==> config.mk <==
export PLATFORM = sky130hd
export DESIGN_NAME = alu16_sequencer
export DESIGN_NICKNAME = d
export VERILOG_FILES = /design/src/rtl/alu16_sequencer.sv
export SDC_FILE = /design/constraint.sdc
export NUM_CORES = 1
export LEC_CHECK = 0
export CORE_MARGIN = 2
export CORE_UTILIZATION = 30
export CTS_CLUSTER_SIZE = 14
export DETAILED_ROUTE_END_ITERATION = 6
export HOLD_SLACK_MARGIN = 0.02
export PLACE_DENSITY = 0.51
export SETUP_SLACK_MARGIN = 0.5
export SYNTH_ARGS = -nofsm -noshare
export SYNTH_HDL_FRONTEND = slang
export SYNTH_SLANG_ARGS = --single-unit
==> constraint.sdc <==
create_clock -name i_clk -period 3.3 [get_ports i_clk]
set_input_delay 0.66 -clock i_clk [delete_from_list [all_inputs] [get_ports i_clk]]
set_output_delay 0.66 -clock i_clk [all_outputs]
set_load 0.05 [all_outputs]
==> src/rtl/alu16_sequencer.sv <==
// Two-pass 16-bit arithmetic sequencer: ADD HL,rr / ADD SP,e8 / INC rr / DEC rr
// computed as a low-byte pass and a high-byte pass through one shared byte adder.

module n_bit_adder #(
  parameter int N = 8
) (
  input  logic [N-1:0] i_a,
  input  logic [N-1:0] i_b,
  input  logic         i_cin,
  output logic [N-1:0] o_sum,
  output logic         o_cout,
  output logic         o_half_carry
);
  logic [N:0] full_sum;
  logic [4:0] nibble_sum;

  assign full_sum     = {1'b0, i_a} + {1'b0, i_b} + {{N{1'b0}}, i_cin};
  // Half carry is the carry out of bit 3 of this pass.
  assign nibble_sum   = {1'b0, i_a[3:0]} + {1'b0, i_b[3:0]} + {4'b0000, i_cin};
  assign o_sum        = full_sum[N-1:0];
  assign o_cout       = full_sum[N];
  assign o_half_carry = nibble_sum[4];
endmodule

module alu16_sequencer #(
  parameter int WORD_WIDTH = 16
) (
  input  logic                  i_clk,
  input  logic                  i_rst,
  input  logic                  i_start,
  input  logic [1:0]            i_op,
  input  logic [WORD_WIDTH-1:0] i_operand_A,
  input  logic [WORD_WIDTH-1:0] i_operand_B,
  input  logic [3:0]            i_flags,
  output logic                  o_busy,
  output logic                  o_done,
  output logic [WORD_WIDTH-1:0] o_result,
  output logic [3:0]            o_flags
);
  localparam int HW = WORD_WIDTH / 2;

  typedef enum logic [1:0] {
    ST_IDLE = 2'b00,
    ST_LO   = 2'b01,
    ST_HI   = 2'b10,
    ST_DONE = 2'b11
  } state_e;

  typedef enum logic [1:0] {
    OP_ADD16   = 2'b00,
    OP_ADDSPE8 = 2'b01,
    OP_INC16   = 2'b10,
    OP_DEC16   = 2'b11
  } op_e;

  // Handshake: i_start is taken only on an edge where the sequencer is IDLE
  // (o_busy=0); otherwise it is dropped. o_done pulses for one cycle when the
  // result lands, and o_result/o_flags then hold until the next completion.

  state_e                  state_q, state_d;
  op_e                     op_q, op_d;
  logic [WORD_WIDTH-1:0]   opa_q, opa_d;
  logic [WORD_WIDTH-1:0]   opb_q, opb_d;
  logic [3:0]              flags_in_q, flags_in_d;
  logic [HW-1:0]           sum_lo_q, sum_lo_d;
  logic [HW-1:0]           sum_hi_q, sum_hi_d;
  logic                    lo_carry_q, lo_carry_d;
  logic                    lo_half_q, lo_half_d;
  logic                    hi_carry_q, hi_carry_d;
  logic                    hi_half_q, hi_half_d;
  logic [WORD_WIDTH-1:0]   result_q, result_d;
  logic [3:0]              flags_out_q, flags_out_d;
  logic                    done_q, done_d;
  logic                    busy_q, busy_d;

  logic [HW-1:0]           add_a;
  logic [HW-1:0]           add_b;
  logic                    add_cin;
  logic [HW-1:0]           add_sum;
  logic                    add_cout;
  logic                    add_half;

  n_bit_adder #(.N(HW)) u_adder (
    .i_a          (add_a),
    .i_b          (add_b),
    .i_cin        (add_cin),
    .o_sum        (add_sum),
    .o_cout       (add_cout),
    .o_half_carry (add_half)
  );

  // Adder operand steering: the HI pass chains the carry registered by LO.
  always_comb begin
    add_a   = opa_q[HW-1:0];
    add_b   = '0;
    add_cin = 1'b0;
    if (state_q == ST_HI) begin
      add_a   = opa_q[WORD_WIDTH-1:HW];
      add_cin = lo_carry_q;
      case (op_q)
        OP_ADD16:   add_b = opb_q[WORD_WIDTH-1:HW];
        OP_ADDSPE8: add_b = {HW{opb_q[HW-1]}};
        OP_INC16:   add_b = '0;
        OP_DEC16:   add_b = '1;
        default:    add_b = '0;
      endcase
    end else begin
      case (op_q)
        OP_ADD16:   add_b = opb_q[HW-1:0];
        OP_ADDSPE8: add_b = opb_q[HW-1:0];
        OP_INC16:   add_b = {{(HW-1){1'b0}}, 1'b1};
        OP_DEC16:   add_b = '1;
        default:    add_b = '0;
      endcase
    end
  end

  always_comb begin
    state_d     = state_q;
    op_d        = op_q;
    opa_d       = opa_q;
    opb_d       = opb_q;
    flags_in_d  = flags_in_q;
    sum_lo_d    = sum_lo_q;
    sum_hi_d    = sum_hi_q;
    lo_carry_d  = lo_carry_q;
    lo_half_d   = lo_half_q;
    hi_carry_d  = hi_carry_q;
    hi_half_d   = hi_half_q;
    result_d    = result_q;
    flags_out_d = flags_out_q;
    done_d      = 1'b0;
    case (state_q)
      ST_IDLE: begin
        if (i_start) begin
          op_d       = op_e'(i_op);
          opa_d      = i_operand_A;
          opb_d      = i_operand_B;
          flags_in_d = i_flags;
          state_d    = ST_LO;
        end
      end
      ST_LO: begin
        sum_lo_d   = add_sum;
        lo_carry_d = add_cout;
        lo_half_d  = add_half;
        state_d    = ST_HI;
      end
      ST_HI: begin
        sum_hi_d   = add_sum;
        hi_carry_d = add_cout;
        hi_half_d  = add_half;
        state_d    = ST_DONE;
      end
      ST_DONE: begin
        result_d = {sum_hi_q, sum_lo_q};
        case (op_q)
          OP_ADD16:   flags_out_d = {flags_in_q[3], 1'b0, hi_half_q, hi_carry_q};
          OP_ADDSPE8: flags_out_d = {2'b00, lo_half_q, lo_carry_q};
          default:    flags_out_d = flags_in_q;
        endcase
        done_d  = 1'b1;
        state_d = ST_IDLE;
      end
      default: state_d = ST_IDLE;
    endcase
    busy_d = (state_d != ST_IDLE);
  end

  always_ff @(posedge i_clk) begin
    if (i_rst) begin
      state_q     <= ST_IDLE;
      op_q        <= OP_ADD16;
      opa_q       <= '0;
      opb_q       <= '0;
      flags_in_q  <= 4'h0;
      sum_lo_q    <= '0;
      sum_hi_q    <= '0;
      lo_carry_q  <= 1'b0;
      lo_half_q   <= 1'b0;
      hi_carry_q  <= 1'b0;
      hi_half_q   <= 1'b0;
      result_q    <= '0;
      flags_out_q <= 4'h0;
      done_q      <= 1'b0;
      busy_q      <= 1'b0;
    end else begin
      state_q     <= state_d;
      op_q        <= op_d;
      opa_q       <= opa_d;
      opb_q       <= opb_d;
      flags_in_q  <= flags_in_d;
      sum_lo_q    <= sum_lo_d;
      sum_hi_q    <= sum_hi_d;
      lo_carry_q  <= lo_carry_d;
      lo_half_q   <= lo_half_d;
      hi_carry_q  <= hi_carry_d;
      hi_half_q   <= hi_half_d;
      result_q    <= result_d;
      flags_out_q <= flags_out_d;
      done_q      <= done_d;
      busy_q      <= busy_d;
    end
  end

  assign o_busy   = busy_q;
  assign o_done   = done_q;
  assign o_result = result_q;
  assign o_flags  = flags_out_q;
endmodule

==> results of run 1 <==
registers in the layout, summed over array words and instances (netlist names):
register / cells
lo_half_q: 1
o_busy: 1
o_result: 16
o_done: 1
hi_carry_q: 1
op_q: 2
o_flags: 4
lo_carry_q: 1
sum_hi_q: 8
opb_q: 16
sum_lo_q: 8
state_q: 2
hi_half_q: 1
flags_in_q: 4
opa_q: 16
worst max-delay path: cells and delay by family (launching register included):
kind,cells,cell delay (ps)
compound gates,3,610
simple gates,1,190
flops,1,340
fa+ha+maj,3,980
buf+inv,1,80
mux,1,320
power groups by stage:
stage / sequential [W] / clock, W / combinational, W
3_5_place_dp: 0.00131 / 0 / 0.00134
3_3_place_gp: 0.00130 / 0 / 0.00132
6_report: 0.00129 / 0.00105 / 0.00141
5_1_grt: 0.00131 / 0.00112 / 0.00156
2_1_floorplan: 0.00130 / 0 / 0.00102
4_1_cts: 0.00129 / 0.00108 / 0.00136
per-layer routing:
layer	part of all wire, %	vias up	track usage, %
met4	1.7	0	5.38
met3	4.7	13	3.85
li1	-	1583	-
met5	0	-	0
met1	49	1405	18.4
met2	45	73	22.2
placed cells by master (no fill, tap or decap), drive strengths merged, types with 10 or more instances in the layout:
cell type	count
nand2	85
a21oi	56
dfxtp	82
nor2	36
mux2i	30
clkdlybuf4s50	61
o21ai	16
clkbuf	10
ha	11
nand2b	10
metrics by stage:
stage	std cells	hold WS, ps	total power [W]	cell area [µm²]
floorplan	434	433	0.00232	3760
global placement	640	446	0.00262	4480
detailed placement	640	447	0.00265	4480
CTS	655	455	0.00373	4800
global route	656	471	0.00399	4850
finish	656	453	0.00375	4850
cell type report:
cell class	instances	area, µm²
sequential	82	1650
tap	168	210
clock buffer	10	229
inverter	9	33.8
multi-input combinational	312	1970
clock inverter	5	80.1
fill	1228	7220
timing repair buffer	70	676
cell families after synthesis:
family,after synthesis,share of synthesized area [%]
buf+inv,40,4.65
compound gates,96,15.3
flops,82,44.2
xor+xnor,2,0.472
mux,38,10.5
fa+ha+maj,13,4.79
simple gates,163,20.1
how the worst max path moves through the flow:
stage                     startpoint  slack (ps)     endpoint  depth (start not counted)
final                     state_q[0]         610   lo_carry_q                          9
after global routing      state_q[0]         490   lo_carry_q                          9
after CTS                 state_q[0]         510  sum_hi_q[6]                         10
after detailed placement  state_q[0]         510   lo_carry_q                         10
after global placement    state_q[0]         580   lo_carry_q                         11
after floorplan           state_q[0]         520  sum_hi_q[6]                         11
what timing repair did:
item / 4_1_cts / 5_1_grt
resized for setup: 1 / 10
endpoints found under the setup margin: 1 / 10
pin swaps: 0 / 3
buffers inserted: 0 / 1
cells in the mapped netlist (all sizes together), types with 2 or more instances:
library cell	count
nand3b	2
a21o	2
nand2	85
o211ai	3
fa	2
nor2b	5
xnor2	2
a211o	2
o21ai	16
or2	3
and2	2
inv	9
o311ai	2
mux2	8
nor3b	2
nor2	36
nand4b	2
nand2b	10
or4	2
buf	14
nor4	2
o22ai	3
ha	11
mux2i	30
nand3	3
a311oi	2
clkbuf	17
or4b	2
a21oi	56
dfxtp	82
nor4b	4
a211oi	6
==> reports/summary.txt, run 1 <==
Post-DP HPWL: 6.43 mm
status: finished clean
routed len/inst: 13.6 µm
Slew Limit Fails: 0
EDFF count, synth: 0
Cell Int Power: 0.00242 W
Die X: 115 µm
vias after detailed routing: 3,074
crit path DAT: 2860 ps
Tot GR Track Use: 14.1%
share of layout cells above drive strength 1: 10.5%
Worst Setup Start Kind: flop
Slew headroom: 49.5%
layout net count: 538
Final ANT Viol Nets: 0
reg2reg start: state_q[0]
LEAKAGE: 1.74 nW
power share of the clock group: 28.1%
Synth-to-Final Area Change: 30.5%
Sw Share: 35.5%
initial antenna violation count: 0
Port Buffer Count: 62
wire length of the first global-routing pass: 14.6 mm
Total Wirelength: 8.93 mm
core area: 0.0121 mm²
setup tns final: 0 ps
number of global-route vias before repair: 2,948
largest net degree at the start of global routing: 39
pre-CTS WS: 513 ps
Worst Max-Slew Pin Slew: 758 ps
syn nets: 488
hold crit path type: reg2reg
area share of the largest cell type after synthesis: 44.2%
drc violations: 0
Hold Path Depth: 2
Gate power share: 37.7%
Clock Latency Late Sink: 340 ps
io pins: 63
hold buffer count at CTS: 0
largest cells by area after synthesis: dfxtp_1, nand2_1, mux2i_1
most used cell, CP: fa_2
Post-Route Skew: 5.86 ps
number of inserted diodes: 0
TritonCTS clock tree: done
dominant synthesized flop cell: dfxtp_1
WP data required: 3470 ps
CP max FO: 8
Hold EP: opa_q[7]
CTS H-tree depth: 3
leading area contributor after synthesis: dfxtp_1
reg2reg path depth: 9
Initial Util: 30.8%
routability cong.: 0.821
Hold Path Origin: opa_q[7]
Crit-path slowest cell: fa_2
Netlist Area Pre-Place: 0.00371 mm²
Sw Pwr: 0.00133 W
reg2reg end: lo_carry_q
Setup WS post-layout: 606 ps
CTS buffer count: 9
max frequency: 0.371 GHz
Syn Area/Cell: 8.55 µm²
# clock sinks: 82
1st-iter DRT viols: 162
IR Drop Worst-Case VDD: 395 µV
R2R setup slack: 610 ps
CP Capture Type: flop
clk root buf: clkbuf_16
Post-synth ARST share: 0%
MaxCap Viol Count: 0
cells along the critical path: inv_2 -> ha_4 -> mux2_4 -> fa_2 -> fa_2 -> a21o_1 -> a221oi_4 -> nand2b_4 -> a311oi_1
global route overflow: 0
YS warnings: 0
share of power burned in registers: 34.3%
Largest stage delay, worst path: 410 ps
final design utilization: 40.2%
Final Hold Fails: 0
post-DR vias/cell: 4.69
maximum root-to-sink buffer count: 2
path type of the worst setup path: reg2reg
cell row count: 40
RSZ-0062 raised after global routing: false
sequential cell area fraction in the yosys report: 44.2%
pwr/cell area: 774 mW/mm²
Final period util: 81.6%
die area: 0.0133 mm²
Final Critical Period: 2690 ps
total iterations of the first detailed-routing run: 4
die height: 115 µm
CTS clock-pin slew for the worst setup and hold paths: 60 ps
setup violators final: 0
Synth Instances: 434
count of cell types in the netlist: 46
number of synthesized register bits: 82
Note: power is estimated with default switching activity, not from simulation.
==> run 2: changes to the inputs <==
--- a/config.mk
+++ b/config.mk
@@ -10,7 +10,7 @@
 export CTS_CLUSTER_SIZE = 14
 export DETAILED_ROUTE_END_ITERATION = 6
 export HOLD_SLACK_MARGIN = 0.02
-export PLACE_DENSITY = 0.51
+export PLACE_DENSITY = 0.49
 export SETUP_SLACK_MARGIN = 0.5
 export SYNTH_ARGS = -nofsm -noshare
 export SYNTH_HDL_FRONTEND = slang
==> constraint.sdc (replaced) <==
create_clock -name i_clk -period 2.5 [get_ports i_clk]
set_input_delay 0.5 -clock i_clk [delete_from_list [all_inputs] [get_ports i_clk]]
set_output_delay 0.5 -clock i_clk [all_outputs]
set_load 0.05 [all_outputs]
==> run 2 against run 1 <==
The flow now finishes with violations (setup timing). Critical path depth stayed put. Wire length is 9.4% higher. Utilization rose by 4.3 points. Clock-buffer cell count increased by 1. Largest cell class unchanged.
==> reports/summary.txt, run 2 (same netlist as run 1, synthesis figures left out) <==
status: finished with violations
failing checks: setup timing
RSZ-0062 raised after global routing: true
Setup WS post-layout: -39.2 ps
Hold Path Origin: flags_in_q[3]
CP max FO: 8
die height: 115 µm
Crit-path slowest cell: fa_2
Synth-to-Final Area Change: 44.5%
cells along the critical path: inv_2 -> ha_4 -> mux2_4 -> fa_2 -> fa_2 -> a21o_1 -> a221oi_4 -> nand2b_4 -> a311oi_2
Clock Latency Late Sink: 330 ps
routability cong.: 0.859
Port Buffer Count: 62
Worst Max-Slew Pin Slew: 516 ps
drc violations: 0
cell row count: 40
wire length of the first global-routing pass: 15.4 mm
CP Buf/Inv Count: 1
initial antenna violation count: 0
crit path DAT: 2740 ps
global route overflow: 0
Post-Route Skew: 7.09 ps
clk root buf: clkbuf_16
Worst Setup Start Kind: flop
CTS H-tree depth: 3
Post-DP HPWL: 6.91 mm
WP data required: 2700 ps
IR Drop Worst-Case VDD: 362 µV
number of global-route vias before repair: 3,062
core area: 0.0121 mm²
LEAKAGE: 2.21 nW
Sequential Area: 0.00165 mm²
Final ANT Viol Nets: 0
most used routing layer: met2
TritonCTS clock tree: done
Final period util: 102%
met3 capacity usage during global routing: 4.06%
Final Critical Period: 2540 ps
CTS buffer count: 9
post-DR vias/cell: 4.68
Placed Cells: 666
io pins: 63
Slew headroom: 65.5%
setup tns final: -86.1 ps
Hold Path Depth: 2
Largest delay share family, worst path: adder cells
hold crit path type: reg2reg
# clock sinks: 82
total iterations of the first detailed-routing run: 4
Fin Hold WS: 456 ps
most used cell, CP: fa_2
setup violators final: 5
reg2reg start: state_q[0]
Largest stage delay, worst path: 390 ps
Final Hold Fails: 0
die area: 0.0133 mm²
area occupied by multi-input gates: 0.00216 mm²
Tot GR Track Use: 14.8%
layout net count: 570
Initial Util: 30.8%
met2 global-route usage: 23.4%
pwr/cell area: 1070 mW/mm²
non-filler cells, final: 689
1st-iter DRT viols: 122
routed len/inst: 14.2 µm
most common cell after layout, fill and taps aside: nand2_1
Slew Limit Fails: 0
fill cell count: 1,182
path type of the worst setup path: reg2reg
max frequency: 0.394 GHz
Die X: 115 µm
maximum root-to-sink buffer count: 2
MaxCap Viol Count: 0
Total Wirelength: 9.78 mm
share of layout cells above drive strength 1: 20.5%
CP Capture Type: flop
vias after detailed routing: 3,226
largest net degree at the start of global routing: 39
Hold EP: flags_in_q[3]
R2R setup slack: -40 ps
final design utilization: 44.5%
M1 GR Usage: 19.9%
number of inserted diodes: 0
commonest cells after routing, fill and taps aside: nand2_1, dfxtp_1, a21oi_1
reg2reg path depth: 9
CTS clock-pin slew for the worst setup and hold paths: 60 ps
reg2reg end: hi_carry_q
pre-CTS WS: -174 ps
==> run 2: worst max path at each step <==
stage | start | slack, ps | end | cells after the start
after CTS | state_q[0] | -40 | hi_carry_q | 9
after global routing | state_q[0] | -160 | hi_carry_q | 11
after floorplan | state_q[0] | -270 | lo_carry_q | 11
after detailed placement | state_q[1] | -170 | hi_carry_q | 9
final | state_q[0] | -40 | hi_carry_q | 9
after global placement | state_q[1] | -100 | hi_carry_q | 9
==> run 2: worst register-to-register path, delay by kind of cell (launching register included) <==
family / cells / cell delay [ps]
AOI/OAI and AO/OA: 3 / 590
adders and majority gates: 3 / 920
buffers and inverters: 1 / 70
DFF: 1 / 320
muxes: 1 / 310
and+or+nand+nor: 1 / 200
==> run 2: where the power goes <==
group	switching (W)	internal, W	total [W]
Combinational	0.00133	0.00122	0.00255
Sequential	0.000143	0.00155	0.00169
Clock	0.000542	0.000935	0.00148
==> run 2: layout make-up <==
type                       count  area share [%]
clock buffer                  11            4.71
tap                          168            3.92
sequential                    82            30.7
clock inverter                 5            1.59
multi-input combinational    312            40.4
inverter                       9           0.630
timing repair buffer         102            18.1
==> run 2: stage by stage <==
stage	total power (W)	area, µm²
after floorplan	0.00308	3760
after global placement	0.00371	4680
after detailed placement	0.00375	4680
after CTS	0.00540	5110
after global routing	0.00608	5360
final	0.00571	5360
==> run 2: per-layer routing <==
layer	vias up	share of wire, %
met5	-	0
met4	0	1.4
met3	11	3.8
met2	70	46
met1	1493	49
li1	1652	-
==> run 2: timing repair <==
item / 4_1_cts / 5_1_grt
hold buffers: 0 / 0
setup buffers: 1 / 6
endpoints found under the hold margin: 0 / 0
endpoints found under the setup margin: 21 / 31
pin swaps: 8 / 14
gates resized for setup: 26 / 51
==> run 3: changes to the inputs <==
--- a/config.mk
+++ b/config.mk
@@ -7,6 +7,7 @@
 export LEC_CHECK = 0
 export CORE_MARGIN = 2
 export CORE_UTILIZATION = 30
+export CTS_CLUSTER_DIAMETER = 80
 export CTS_CLUSTER_SIZE = 14
 export DETAILED_ROUTE_END_ITERATION = 6
 export HOLD_SLACK_MARGIN = 0.02
==> results of run 3 <==
The final DEF is identical to that of run 2; final timing and power are the same.
